$ cat src/rtl/rsa_sc_pkg.sv
// Shared types and helpers for the constant-time RSA modular-exponentiation core.
// Holds the top-level state encoding, the security-label types and the
// data-independent latency constant of one exponentiation.
package rsa_sc_pkg;

    // Top-level sequencing states; each multiply state spans one full Blakley run.
    typedef enum logic [2:0] {
        IDLE   = 3'd0,
        REDUCE = 3'd1,
        SQR    = 3'd2,
        MUL    = 3'd3,
        FINISH = 3'd4
    } state_e;

    // One-bit security label: 1 = secret, 0 = public.
    typedef logic label_t;

    // Labels captured together with the operands at an accepted strobe.
    typedef struct packed {
        label_t indata;
        label_t exponent;
        label_t modulus;
    } labels_t;

    // Edges from the accepting strobe edge to the edge where ready rises:
    // (one reduction + two multiplies per exponent bit) * (load + KEYSIZE
    // iterations) + the final hand-off cycle + the FINISH cycle.
    function automatic int unsigned modexp_latency(input int unsigned keysize,
                                                   input int unsigned exp_bits);
        return (2 * exp_bits + 1) * (keysize + 1) + 2;
    endfunction

endpackage

$ cat src/rtl/rsa_modexp_sc_if.sv
// Operand/result bundle of rsa_modexp_sc.
// The master side supplies operands, labels and the strobe; the slave side
// (the core) returns the result and ready. When RSA_SC_LABEL_OUT_EN is defined
// the bundle also carries the result label cypher_label.
interface rsa_modexp_sc_if #(
    parameter int KEYSIZE  = 32,
    parameter int EXP_BITS = KEYSIZE
);

    logic [KEYSIZE-1:0]    indata;
    logic [EXP_BITS-1:0]   inExp;
    logic [KEYSIZE-1:0]    inMod;
    logic                  ds;
    rsa_sc_pkg::label_t    indata_label;
    rsa_sc_pkg::label_t    inExp_label;
    rsa_sc_pkg::label_t    inMod_label;
    logic [KEYSIZE-1:0]    cypher;
    logic                  ready;
`ifdef RSA_SC_LABEL_OUT_EN
    rsa_sc_pkg::label_t    cypher_label;

    modport master (
        output indata, inExp, inMod, ds, indata_label, inExp_label, inMod_label,
        input  cypher, ready, cypher_label
    );

    modport slave (
        input  indata, inExp, inMod, ds, indata_label, inExp_label, inMod_label,
        output cypher, ready, cypher_label
    );
`else
    modport master (
        output indata, inExp, inMod, ds, indata_label, inExp_label, inMod_label,
        input  cypher, ready
    );

    modport slave (
        input  indata, inExp, inMod, ds, indata_label, inExp_label, inMod_label,
        output cypher, ready
    );
`endif

endinterface

$ cat src/rtl/rsa_modmul_blakley.sv
// Bit-serial Blakley modular multiplier: p = a * b mod m.
// One load cycle (start sampled) followed by exactly KEYSIZE iteration cycles,
// multiplier a scanned MSB first. Each iteration computes R = 2R + (a_i ? b : 0)
// and applies two conditional subtractions of m. With R < m and b < m on entry,
// 2R + b < 3m fits in KEYSIZE+2 bits. done pulses for one cycle after the last
// iteration, when p is valid; p holds until the next start.
module rsa_modmul_blakley #(
    parameter int KEYSIZE = 32
) (
    input  logic               clk,
    input  logic               rst,
    input  logic               start,
    input  logic [KEYSIZE-1:0] a,
    input  logic [KEYSIZE-1:0] b,
    input  logic [KEYSIZE-1:0] m,
    output logic               busy,
    output logic               done,
    output logic [KEYSIZE-1:0] p
);

    localparam int RW    = KEYSIZE + 2;
    localparam int CNT_W = (KEYSIZE > 1) ? $clog2(KEYSIZE) : 1;

    logic [RW-1:0]      r_q, r_d;
    logic [KEYSIZE-1:0] a_q, a_d;
    logic [KEYSIZE-1:0] b_q, b_d;
    logic [KEYSIZE-1:0] m_q, m_d;
    logic [CNT_W-1:0]   cnt_q, cnt_d;
    logic               busy_q, busy_d;
    logic               done_q, done_d;

    logic [RW-1:0]      m_ext;
    logic [RW-1:0]      r_add;
    logic [RW-1:0]      r_sub1;
    logic [RW-1:0]      r_sub2;

    // Load on start, otherwise run one Blakley step per cycle while busy.
    always_comb begin
        // NOTE: every signal gets a default first so no path leaves it unassigned and no latch is inferred.
        r_d    = r_q;
        a_d    = a_q;
        b_d    = b_q;
        m_d    = m_q;
        cnt_d  = cnt_q;
        busy_d = busy_q;
        done_d = 1'b0;

        m_ext  = {2'b00, m_q};
        r_add  = (r_q << 1) + (a_q[KEYSIZE-1] ? {2'b00, b_q} : '0);
        r_sub1 = (r_add  >= m_ext) ? (r_add  - m_ext) : r_add;
        r_sub2 = (r_sub1 >= m_ext) ? (r_sub1 - m_ext) : r_sub1;

        if (start) begin
            r_d    = '0;
            a_d    = a;
            b_d    = b;
            m_d    = m;
            cnt_d  = '0;
            busy_d = 1'b1;
        end else if (busy_q) begin
            r_d   = r_sub2;
            a_d   = a_q << 1;
            cnt_d = cnt_q + CNT_W'(1);
            if (cnt_q == CNT_W'(KEYSIZE - 1)) begin
                busy_d = 1'b0;
                done_d = 1'b1;
            end
        end
    end

    // Datapath and control registers, cleared by the asynchronous reset.
    always_ff @(posedge clk or negedge rst) begin
        // NOTE: clocked state is updated with <= only, so every flop samples pre-edge values.
        if (!rst) begin
            r_q    <= '0;
            a_q    <= '0;
            b_q    <= '0;
            m_q    <= '0;
            cnt_q  <= '0;
            busy_q <= 1'b0;
            done_q <= 1'b0;
        end else begin
            r_q    <= r_d;
            a_q    <= a_d;
            b_q    <= b_d;
            m_q    <= m_d;
            cnt_q  <= cnt_d;
            busy_q <= busy_d;
            done_q <= done_d;
        end
    end

    assign busy = busy_q;
    assign done = done_q;
    assign p    = r_q[KEYSIZE-1:0];

endmodule

$ cat src/rtl/rsa_modexp_sc.sv
// Constant-time RSA modular exponentiation: cypher = indata ^ inExp mod inMod.
// Square-and-always-multiply over a Blakley multiplier; the exponent bit only
// steers a result mux, so sequencing and latency never depend on operands or
// labels. Labels are captured with the operands at an accepted strobe.
// Optional build macro RSA_SC_LABEL_OUT_EN exposes the OR of the captured
// labels as cypher_label, updated together with cypher.
module rsa_modexp_sc
    import rsa_sc_pkg::*;
#(
    parameter int KEYSIZE  = 32,
    parameter int EXP_BITS = KEYSIZE
) (
    input  logic            clk,
    input  logic            rst,
    rsa_modexp_sc_if.slave  bus
);

    localparam int IDX_W = (EXP_BITS > 1) ? $clog2(EXP_BITS) : 1;

    state_e                state_q, state_d;
    logic [KEYSIZE-1:0]    indata_q, indata_d;
    logic [EXP_BITS-1:0]   inexp_q, inexp_d;
    logic [KEYSIZE-1:0]    inmod_q, inmod_d;
    labels_t               labels_q, labels_d;
    logic [KEYSIZE-1:0]    base_q, base_d;
    logic [KEYSIZE-1:0]    acc_q, acc_d;
    logic [IDX_W-1:0]      bit_idx_q, bit_idx_d;
    logic [KEYSIZE-1:0]    cypher_q, cypher_d;
    logic                  ready_q, ready_d;
`ifdef RSA_SC_LABEL_OUT_EN
    label_t                cypher_label_q, cypher_label_d;
`endif

    logic                  mul_start;
    logic [KEYSIZE-1:0]    mul_a;
    logic [KEYSIZE-1:0]    mul_b;
    logic                  mul_busy;
    logic                  mul_done;
    logic [KEYSIZE-1:0]    mul_p;

    rsa_modmul_blakley #(
        .KEYSIZE (KEYSIZE)
    ) u_modmul (
        .clk   (clk),
        .rst   (rst),
        .start (mul_start),
        .a     (mul_a),
        .b     (mul_b),
        .m     (inmod_q),
        .busy  (mul_busy),
        .done  (mul_done),
        .p     (mul_p)
    );

    // Sequencer: each multiply result is consumed in its done cycle and the
    // next multiply is launched in that same cycle, so runs are back to back.
    always_comb begin
        state_d   = state_q;
        indata_d  = indata_q;
        inexp_d   = inexp_q;
        inmod_d   = inmod_q;
        labels_d  = labels_q;
        base_d    = base_q;
        acc_d     = acc_q;
        bit_idx_d = bit_idx_q;
        cypher_d  = cypher_q;
        ready_d   = ready_q;
`ifdef RSA_SC_LABEL_OUT_EN
        cypher_label_d = cypher_label_q;
`endif
        mul_start = 1'b0;
        mul_a     = acc_q;
        mul_b     = acc_q;

        unique case (state_q)
            IDLE: begin
                if (bus.ds) begin
                    indata_d = bus.indata;
                    inexp_d  = bus.inExp;
                    inmod_d  = bus.inMod;
                    labels_d = '{indata:   bus.indata_label,
                                 exponent: bus.inExp_label,
                                 modulus:  bus.inMod_label};
                    state_d  = REDUCE;
                end
            end

            REDUCE: begin
                // base = indata * 1 mod M folds indata >= M into range.
                ready_d = 1'b0;
                mul_a   = indata_q;
                mul_b   = KEYSIZE'(1);
                if (mul_done) begin
                    base_d    = mul_p;
                    acc_d     = KEYSIZE'(1);
                    bit_idx_d = IDX_W'(EXP_BITS - 1);
                    mul_start = 1'b1;
                    mul_a     = KEYSIZE'(1);
                    mul_b     = KEYSIZE'(1);
                    state_d   = SQR;
                end else if (!mul_busy) begin
                    mul_start = 1'b1;
                end
            end

            SQR: begin
                if (mul_done) begin
                    acc_d     = mul_p;
                    mul_start = 1'b1;
                    mul_a     = mul_p;
                    mul_b     = base_q;
                    state_d   = MUL;
                end
            end

            MUL: begin
                if (mul_done) begin
                    // The product is always computed; the exponent bit only selects it.
                    acc_d = inexp_q[bit_idx_q] ? mul_p : acc_q;
                    if (bit_idx_q == '0) begin
                        state_d = FINISH;
                    end else begin
                        bit_idx_d = bit_idx_q - IDX_W'(1);
                        mul_start = 1'b1;
                        mul_a     = acc_d;
                        mul_b     = acc_d;
                        state_d   = SQR;
                    end
                end
            end

            FINISH: begin
                // Moduli 0 and 1 have no meaningful residue other than 0.
                cypher_d = (inmod_q < KEYSIZE'(2)) ? '0 : acc_q;
                ready_d  = 1'b1;
`ifdef RSA_SC_LABEL_OUT_EN
                cypher_label_d = labels_q.indata | labels_q.exponent | labels_q.modulus;
`endif
                state_d  = IDLE;
            end

            default: begin
                state_d = IDLE;
            end
        endcase
    end

    // Architectural state; reset returns to idle with a public zero result.
    always_ff @(posedge clk or negedge rst) begin
        if (!rst) begin
            state_q   <= IDLE;
            indata_q  <= '0;
            inexp_q   <= '0;
            inmod_q   <= '0;
            labels_q  <= '0;
            base_q    <= '0;
            acc_q     <= '0;
            bit_idx_q <= '0;
            cypher_q  <= '0;
            ready_q   <= 1'b1;
        end else begin
            state_q   <= state_d;
            indata_q  <= indata_d;
            inexp_q   <= inexp_d;
            inmod_q   <= inmod_d;
            labels_q  <= labels_d;
            base_q    <= base_d;
            acc_q     <= acc_d;
            bit_idx_q <= bit_idx_d;
            cypher_q  <= cypher_d;
            ready_q   <= ready_d;
        end
    end

`ifdef RSA_SC_LABEL_OUT_EN
    // Result label register, written only alongside cypher.
    always_ff @(posedge clk or negedge rst) begin
        if (!rst) begin
            cypher_label_q <= 1'b0;
        end else begin
            cypher_label_q <= cypher_label_d;
        end
    end

    assign bus.cypher_label = cypher_label_q;
`else
    // Labels are still captured in this build but have no observer.
    logic unused_labels;
    assign unused_labels = ^labels_q;
`endif

    assign bus.cypher = cypher_q;
    assign bus.ready  = ready_q;

endmodule
$ cat src/flat_wrapper.sv
// flat-port wrapper written by rule: the top's interface ports become plain ports
module rsa_modexp_sc_flat import rsa_sc_pkg::*;
#(
    parameter int KEYSIZE  = 32,
    parameter int EXP_BITS = KEYSIZE
)
  (clk, rst, bus_indata, bus_inExp, bus_inMod, bus_ds, bus_indata_label, bus_inExp_label, bus_inMod_label, bus_cypher, bus_ready);
  rsa_modexp_sc_if #(.KEYSIZE(KEYSIZE), .EXP_BITS(EXP_BITS)) bus_i ();
  input  logic clk;
  input  logic rst;
  input wire logic [$bits(bus_i.indata)-1:0] bus_indata;
  input wire logic [$bits(bus_i.inExp)-1:0] bus_inExp;
  input wire logic [$bits(bus_i.inMod)-1:0] bus_inMod;
  input wire logic [$bits(bus_i.ds)-1:0] bus_ds;
  input wire logic [$bits(bus_i.indata_label)-1:0] bus_indata_label;
  input wire logic [$bits(bus_i.inExp_label)-1:0] bus_inExp_label;
  input wire logic [$bits(bus_i.inMod_label)-1:0] bus_inMod_label;
  output wire logic [$bits(bus_i.cypher)-1:0] bus_cypher;
  output wire logic [$bits(bus_i.ready)-1:0] bus_ready;
  assign bus_i.indata = bus_indata;
  assign bus_i.inExp = bus_inExp;
  assign bus_i.inMod = bus_inMod;
  assign bus_i.ds = bus_ds;
  assign bus_i.indata_label = bus_indata_label;
  assign bus_i.inExp_label = bus_inExp_label;
  assign bus_i.inMod_label = bus_inMod_label;
  assign bus_cypher = bus_i.cypher;
  assign bus_ready = bus_i.ready;
  rsa_modexp_sc #(.KEYSIZE(KEYSIZE), .EXP_BITS(EXP_BITS)) u_core (.clk(clk), .rst(rst), .bus(bus_i));
endmodule
$ cat config.mk
export PLATFORM = sky130hd
export DESIGN_NAME = rsa_modexp_sc_flat
export DESIGN_NICKNAME = d
export VERILOG_FILES = /design/src/rtl/rsa_sc_pkg.sv /design/src/rtl/rsa_modexp_sc_if.sv /design/src/rtl/rsa_modmul_blakley.sv /design/src/rtl/rsa_modexp_sc.sv /design/src/flat_wrapper.sv
export SDC_FILE = /design/constraint.sdc
export NUM_CORES = 1
export LEC_CHECK = 0
export ABC_AREA = 0
export ABC_CLOCK_PERIOD_IN_PS = 8200
export CELL_PAD_IN_SITES_DETAIL_PLACEMENT = 1
export CELL_PAD_IN_SITES_GLOBAL_PLACEMENT = 1
export CORE_MARGIN = 5
export CORE_UTILIZATION = 40
export CTS_CLUSTER_DIAMETER = 60
export DETAILED_ROUTE_END_ITERATION = 16
export DONT_BUFFER_PORTS = 1
export GPL_ROUTABILITY_DRIVEN = 0
export GPL_TIMING_DRIVEN = 0
export PLACE_DENSITY_LB_ADDON = 0.3
export SYNTH_ARGS = -nofsm -noshare
export SYNTH_HDL_FRONTEND = slang
export SYNTH_SLANG_ARGS = --single-unit
$ cat constraint.sdc
create_clock -name clk -period 8.2 [get_ports clk]
set_input_delay 1.64 -clock clk [delete_from_list [all_inputs] [get_ports clk]]
set_output_delay 1.64 -clock clk [all_outputs]
set_load 0.1 [all_outputs]
==> impl_metrics.prom <==
# TYPE chip_impl_metric gauge
chip_impl_info{name="holdCritPathClass",value="reg2reg"} 1
chip_impl_info{name="layout_commonest_cell",value="dfrtp_1"} 1
chip_impl_metric{name="wl_met2",unit="mm"} 36.9
chip_impl_info{name="worst_setup_path_start_kind",value="flop"} 1
chip_impl_metric{name="cts_buffer_depth",unit=""} 3
chip_impl_metric{name="detailed_place.area",unit="mm²"} 0.0213
chip_impl_metric{name="worstRegToRegCells",unit=""} 37
chip_impl_metric{name="count_of_hold_fix_buffers_inserted_at_cts",unit=""} 0
chip_impl_metric{name="dp_slack",unit="ns"} -2.01
chip_impl_metric{name="grt_pass1_vias",unit=""} 18700
chip_impl_metric{name="critical_path_arrival",unit="ns"} 9.15
chip_impl_metric{name="netlist_instances",unit=""} 2058
chip_impl_metric{name="antenna-diode-count",unit=""} 0
chip_impl_metric{name="grt_start_max_net_pins",unit=""} 338
chip_impl_metric{name="rows",unit=""} 82
chip_impl_metric{name="clock_insertion_delay_worst_skew",unit="ns"} 0.59
chip_impl_metric{name="final_hold_viol_count",unit=""} 0
chip_impl_metric{name="place.port_buffers",unit=""} 0
chip_impl_info{name="status",value="complete, but fails checks"} 1
chip_impl_info{name="clock_tree_root",value="clkbuf_16"} 1
chip_impl_metric{name="initial_utilization",unit="%"} 40.6
chip_impl_metric{name="maximum_ir_drop_on_the_vdd_rail",unit="mV"} 0.357
chip_impl_info{name="setup.worst_path.end_class",value="flop"} 1
chip_impl_metric{name="buffers_inverters_on_critical_path",unit=""} 5
chip_impl_metric{name="utilization",unit="%"} 49.6
chip_impl_metric{name="die-width",unit="µm"} 236
chip_impl_metric{name="routedLengthMet1",unit="mm"} 31.5
chip_impl_metric{name="area_growth_syn_to_layout",unit="%"} 22.3
chip_impl_metric{name="fraction_of_the_yosys_area_taken_by_sequential_cells",unit="%"} 41.2
chip_impl_metric{name="grt_overflow_total",unit=""} 0
chip_impl_metric{name="mappedNetlistArea",unit="mm²"} 0.0204
chip_impl_info{name="hold-path-endpoint",value="u_core.u_modmul.b_q[28]"} 1
chip_impl_metric{name="timing.max_slew.rel_slack",unit="%"} 12.1
chip_impl_metric{name="numCtsBuffers",unit=""} 42
chip_impl_info{name="r2r-start",value="u_core.u_modmul.a_q[31]"} 1
chip_impl_metric{name="synth.net_count",unit=""} 2261
chip_impl_metric{name="maxClockFrequency",unit="GHz"} 0.114
chip_impl_metric{name="nNetsFinal",unit=""} 2405
chip_impl_metric{name="yosys_warnings",unit=""} 0
chip_impl_info{name="violations_in_the_final_reports",value="setup timing"} 1
chip_impl_info{name="worst_r2r_endpoint",value="u_core.u_modmul.r_q[7]"} 1
chip_impl_metric{name="grt_usage",unit="%"} 25.3
chip_impl_metric{name="worst-r2r-setup-slack",unit="ns"} -0.53
chip_impl_metric{name="firstDrtPassIters",unit=""} 5
chip_impl_metric{name="post-route-drc-count",unit=""} 0
chip_impl_metric{name="drt-wirelength-per-cell",unit="µm"} 26.1
chip_impl_metric{name="routed-via-count",unit=""} 17800
chip_impl_metric{name="grt_antenna_before_repair",unit=""} 0
chip_impl_metric{name="fin_crit",unit="ns"} 8.73
chip_impl_info{name="final_cell_mix",value="dfrtp_1, a21oi_1, mux2_2"} 1
chip_impl_info{name="critical_path.slowest_cell",value="or4_4"} 1
chip_impl_info{name="highest-signal-layer",value="met4"} 1
chip_impl_info{name="crit_family",value="compound AO/OA/AOI/OAI gates"} 1
chip_impl_metric{name="synth_enable_flop_cells",unit=""} 0
chip_impl_metric{name="finalWorstSetupSlack",unit="ns"} -0.534
chip_impl_metric{name="dp_hpwl",unit="mm"} 51.9
chip_impl_metric{name="cts_num_sinks",unit=""} 337
chip_impl_metric{name="cts.reportedPaths.clkPinSlew",unit="ns"} 0.06
chip_impl_metric{name="powerDensity",unit="mW/mm²"} 523
chip_impl_metric{name="report.power.total",unit="mW"} 13.1
chip_impl_metric{name="htree_num_levels",unit=""} 2
chip_impl_metric{name="layout_cells_sized_above_1",unit="%"} 24.7
chip_impl_metric{name="postSynthRegisterBits",unit=""} 337
chip_impl_metric{name="timing.critical_path.slowest_cell_delay",unit="ns"} 0.57
chip_impl_metric{name="final_cell_count_no_fill",unit=""} 2906
chip_impl_info{name="timing.hold.worst.start",value="u_core.u_modmul.b_q[28]"} 1
chip_impl_metric{name="numPlacedInstances",unit=""} 2731
chip_impl_info{name="rsz0062_at_grt",value="true"} 1
chip_impl_info{name="cts_tree",value="done"} 1
chip_impl_metric{name="power_leakage",unit="nW"} 11.0
chip_impl_metric{name="postRouteAntennaNets",unit=""} 0
chip_impl_metric{name="critPathRequiredTime",unit="ns"} 8.62
chip_impl_metric{name="worst_pin_slew",unit="ns"} 1.32
chip_impl_metric{name="drt_first_iter_violations",unit=""} 1284
chip_impl_metric{name="setup_violations",unit=""} 32
chip_impl_metric{name="fin_worst_skew",unit="ns"} 0.0200
chip_impl_metric{name="crit_path_max_fanout",unit=""} 7
chip_impl_metric{name="floorplan.die_area",unit="mm²"} 0.0557
chip_impl_metric{name="stdcell_area",unit="mm²"} 0.0250
chip_impl_metric{name="syn-mean-instance-area",unit="µm²"} 9.94
chip_impl_metric{name="asyncSetResetFlopFracSynth",unit="%"} 100
chip_impl_info{name="critical_path_class",value="reg2reg"} 1
chip_impl_metric{name="wl_met3",unit="mm"} 3.68
chip_impl_metric{name="drt-vias-per-instance",unit=""} 6.14
chip_impl_metric{name="num_io_pins",unit=""} 135
chip_impl_metric{name="min_delay_path_depth",unit=""} 1
chip_impl_metric{name="detail_route.wirelength",unit="mm"} 75.9
chip_impl_info{name="dominantRegCellSynth",value="dfrtp_1"} 1
chip_impl_metric{name="dieHeight",unit="µm"} 236
chip_impl_metric{name="final.period_utilization",unit="%"} 107
chip_impl_metric{name="final_max_slew_viol_count",unit=""} 0
chip_impl_metric{name="grt_pass1_wl",unit="mm"} 112
chip_impl_metric{name="fill_cells",unit=""} 5456
chip_impl_metric{name="post_synthesis_cell_type_count",unit=""} 76
chip_impl_metric{name="drv.max_cap_violation_count",unit=""} 0
chip_impl_metric{name="core",unit="mm²"} 0.0504
stage by stage:
step | hold WS [ns] | TNS, ns
5_1_grt | 0.500 | -18.11
3_5_place_dp | 0.471 | -61.62
2_1_floorplan | 0.435 | 0
6_report | 0.482 | -14.14
4_1_cts | 0.484 | -0.0492
3_3_place_gp | 0.456 | -55.40
state kept, by name (all words and copies together), names as in the netlist, 3 cells and up:
register and flops:
u_core.acc_q 32, u_core.bit_idx_q 5, u_core.inexp_q 32, u_core.bus.cypher 32, u_core.u_modmul.b_q 32, u_core.base_q 32, u_core.u_modmul.m_q 32, u_core.u_modmul.a_q 32
u_core.u_modmul.r_q 33, u_core.state_q 3, u_core.u_modmul.cnt_q 5, u_core.indata_q 32, u_core.inmod_q 32
per-layer routing:
metal	global-route usage, %	vias up
met5	0	-
met4	10.2	0
met3	3.61	197
met2	42.0	581
met1	33.4	9201
li1	-	7859
repair_timing:
action	CTS	global route
cloned	6	1
setup endpoints to repair	33	33
pin swaps	42	64
hold endpoints to repair	0	0
buffers inserted	59	39
resized for setup	181	100
where the power goes:
| part | total, mW | switching (mW) | leakage [nW] | internal, mW |
|---|---|---|---|---|
| Combinational | 8.95 | 4.63 | 5.93 | 4.31 |
| Clock | 1.94 | 0.783 | 0.716 | 1.16 |
| Sequential | 2.17 | 0.252 | 4.35 | 1.92 |
Yosys cell counts (29+ instances only):
cell / n / share of area, %
a22o_1: 63 / 2.7
mux2_2: 178 / 9.8
and2_1: 38 / 1.2
inv_1: 58 / 1.1
ha_1: 98 / 6.0
clkbuf_1: 96 / 1.8
dfrtp_1: 336 / 41
nor2_1: 126 / 2.3
a21o_1: 32 / 1.2
o21a_1: 35 / 1.3
a21oi_1: 228 / 5.6
nand2_1: 113 / 2.1
nor2b_1: 29 / 0.89
o21ai_0: 154 / 3.8
xnor2_1: 61 / 2.6
mux2i_1: 72 / 3.5
worst max-delay path by stage:
stage               slack [ns]  cells after the start                 endpoint                    start
floorplan                 0.49                     37   u_core.u_modmul.r_q[3]  u_core.u_modmul.a_q[31]
detailed placement       -2.01                     38  u_core.u_modmul.r_q[25]  u_core.u_modmul.a_q[31]
finish                   -0.53                     37   u_core.u_modmul.r_q[7]  u_core.u_modmul.a_q[31]
global route             -0.67                     37   u_core.u_modmul.r_q[7]  u_core.u_modmul.a_q[31]
CTS                      -0.04                     36   u_core.u_modmul.r_q[3]  u_core.u_modmul.a_q[31]
global placement         -1.81                     38  u_core.u_modmul.r_q[25]  u_core.u_modmul.a_q[31]
cell type report:
cell class	count	area [µm²]	area share, %
buffer	113	632	2.53
clock buffer	62	1250	4.98
clock inverter	14	200	0.801
inverter	59	221	0.886
multi-input combinational	1546	12500	50.0
sequential	337	8440	33.7
tap	672	841	3.36
timing repair buffer	103	925	3.70
cells by family (layout without fill, tap and decap cells):
| group | count (synthesis) | in the layout | synth area share, % |
|---|---|---|---|
| AOI/OAI and AO/OA | 675 | 675 | 21.0 |
| adders and majority gates | 101 | 101 | 6.29 |
| and+or+nand+nor | 425 | 425 | 9.89 |
| muxes | 260 | 260 | 14.4 |
| xor gates and xnor gates | 85 | 85 | 3.64 |
| buffers and inverters | 175 | 351 | 3.54 |
| DFF | 337 | 337 | 41.2 |
Power figures use the tool's default switching activity.
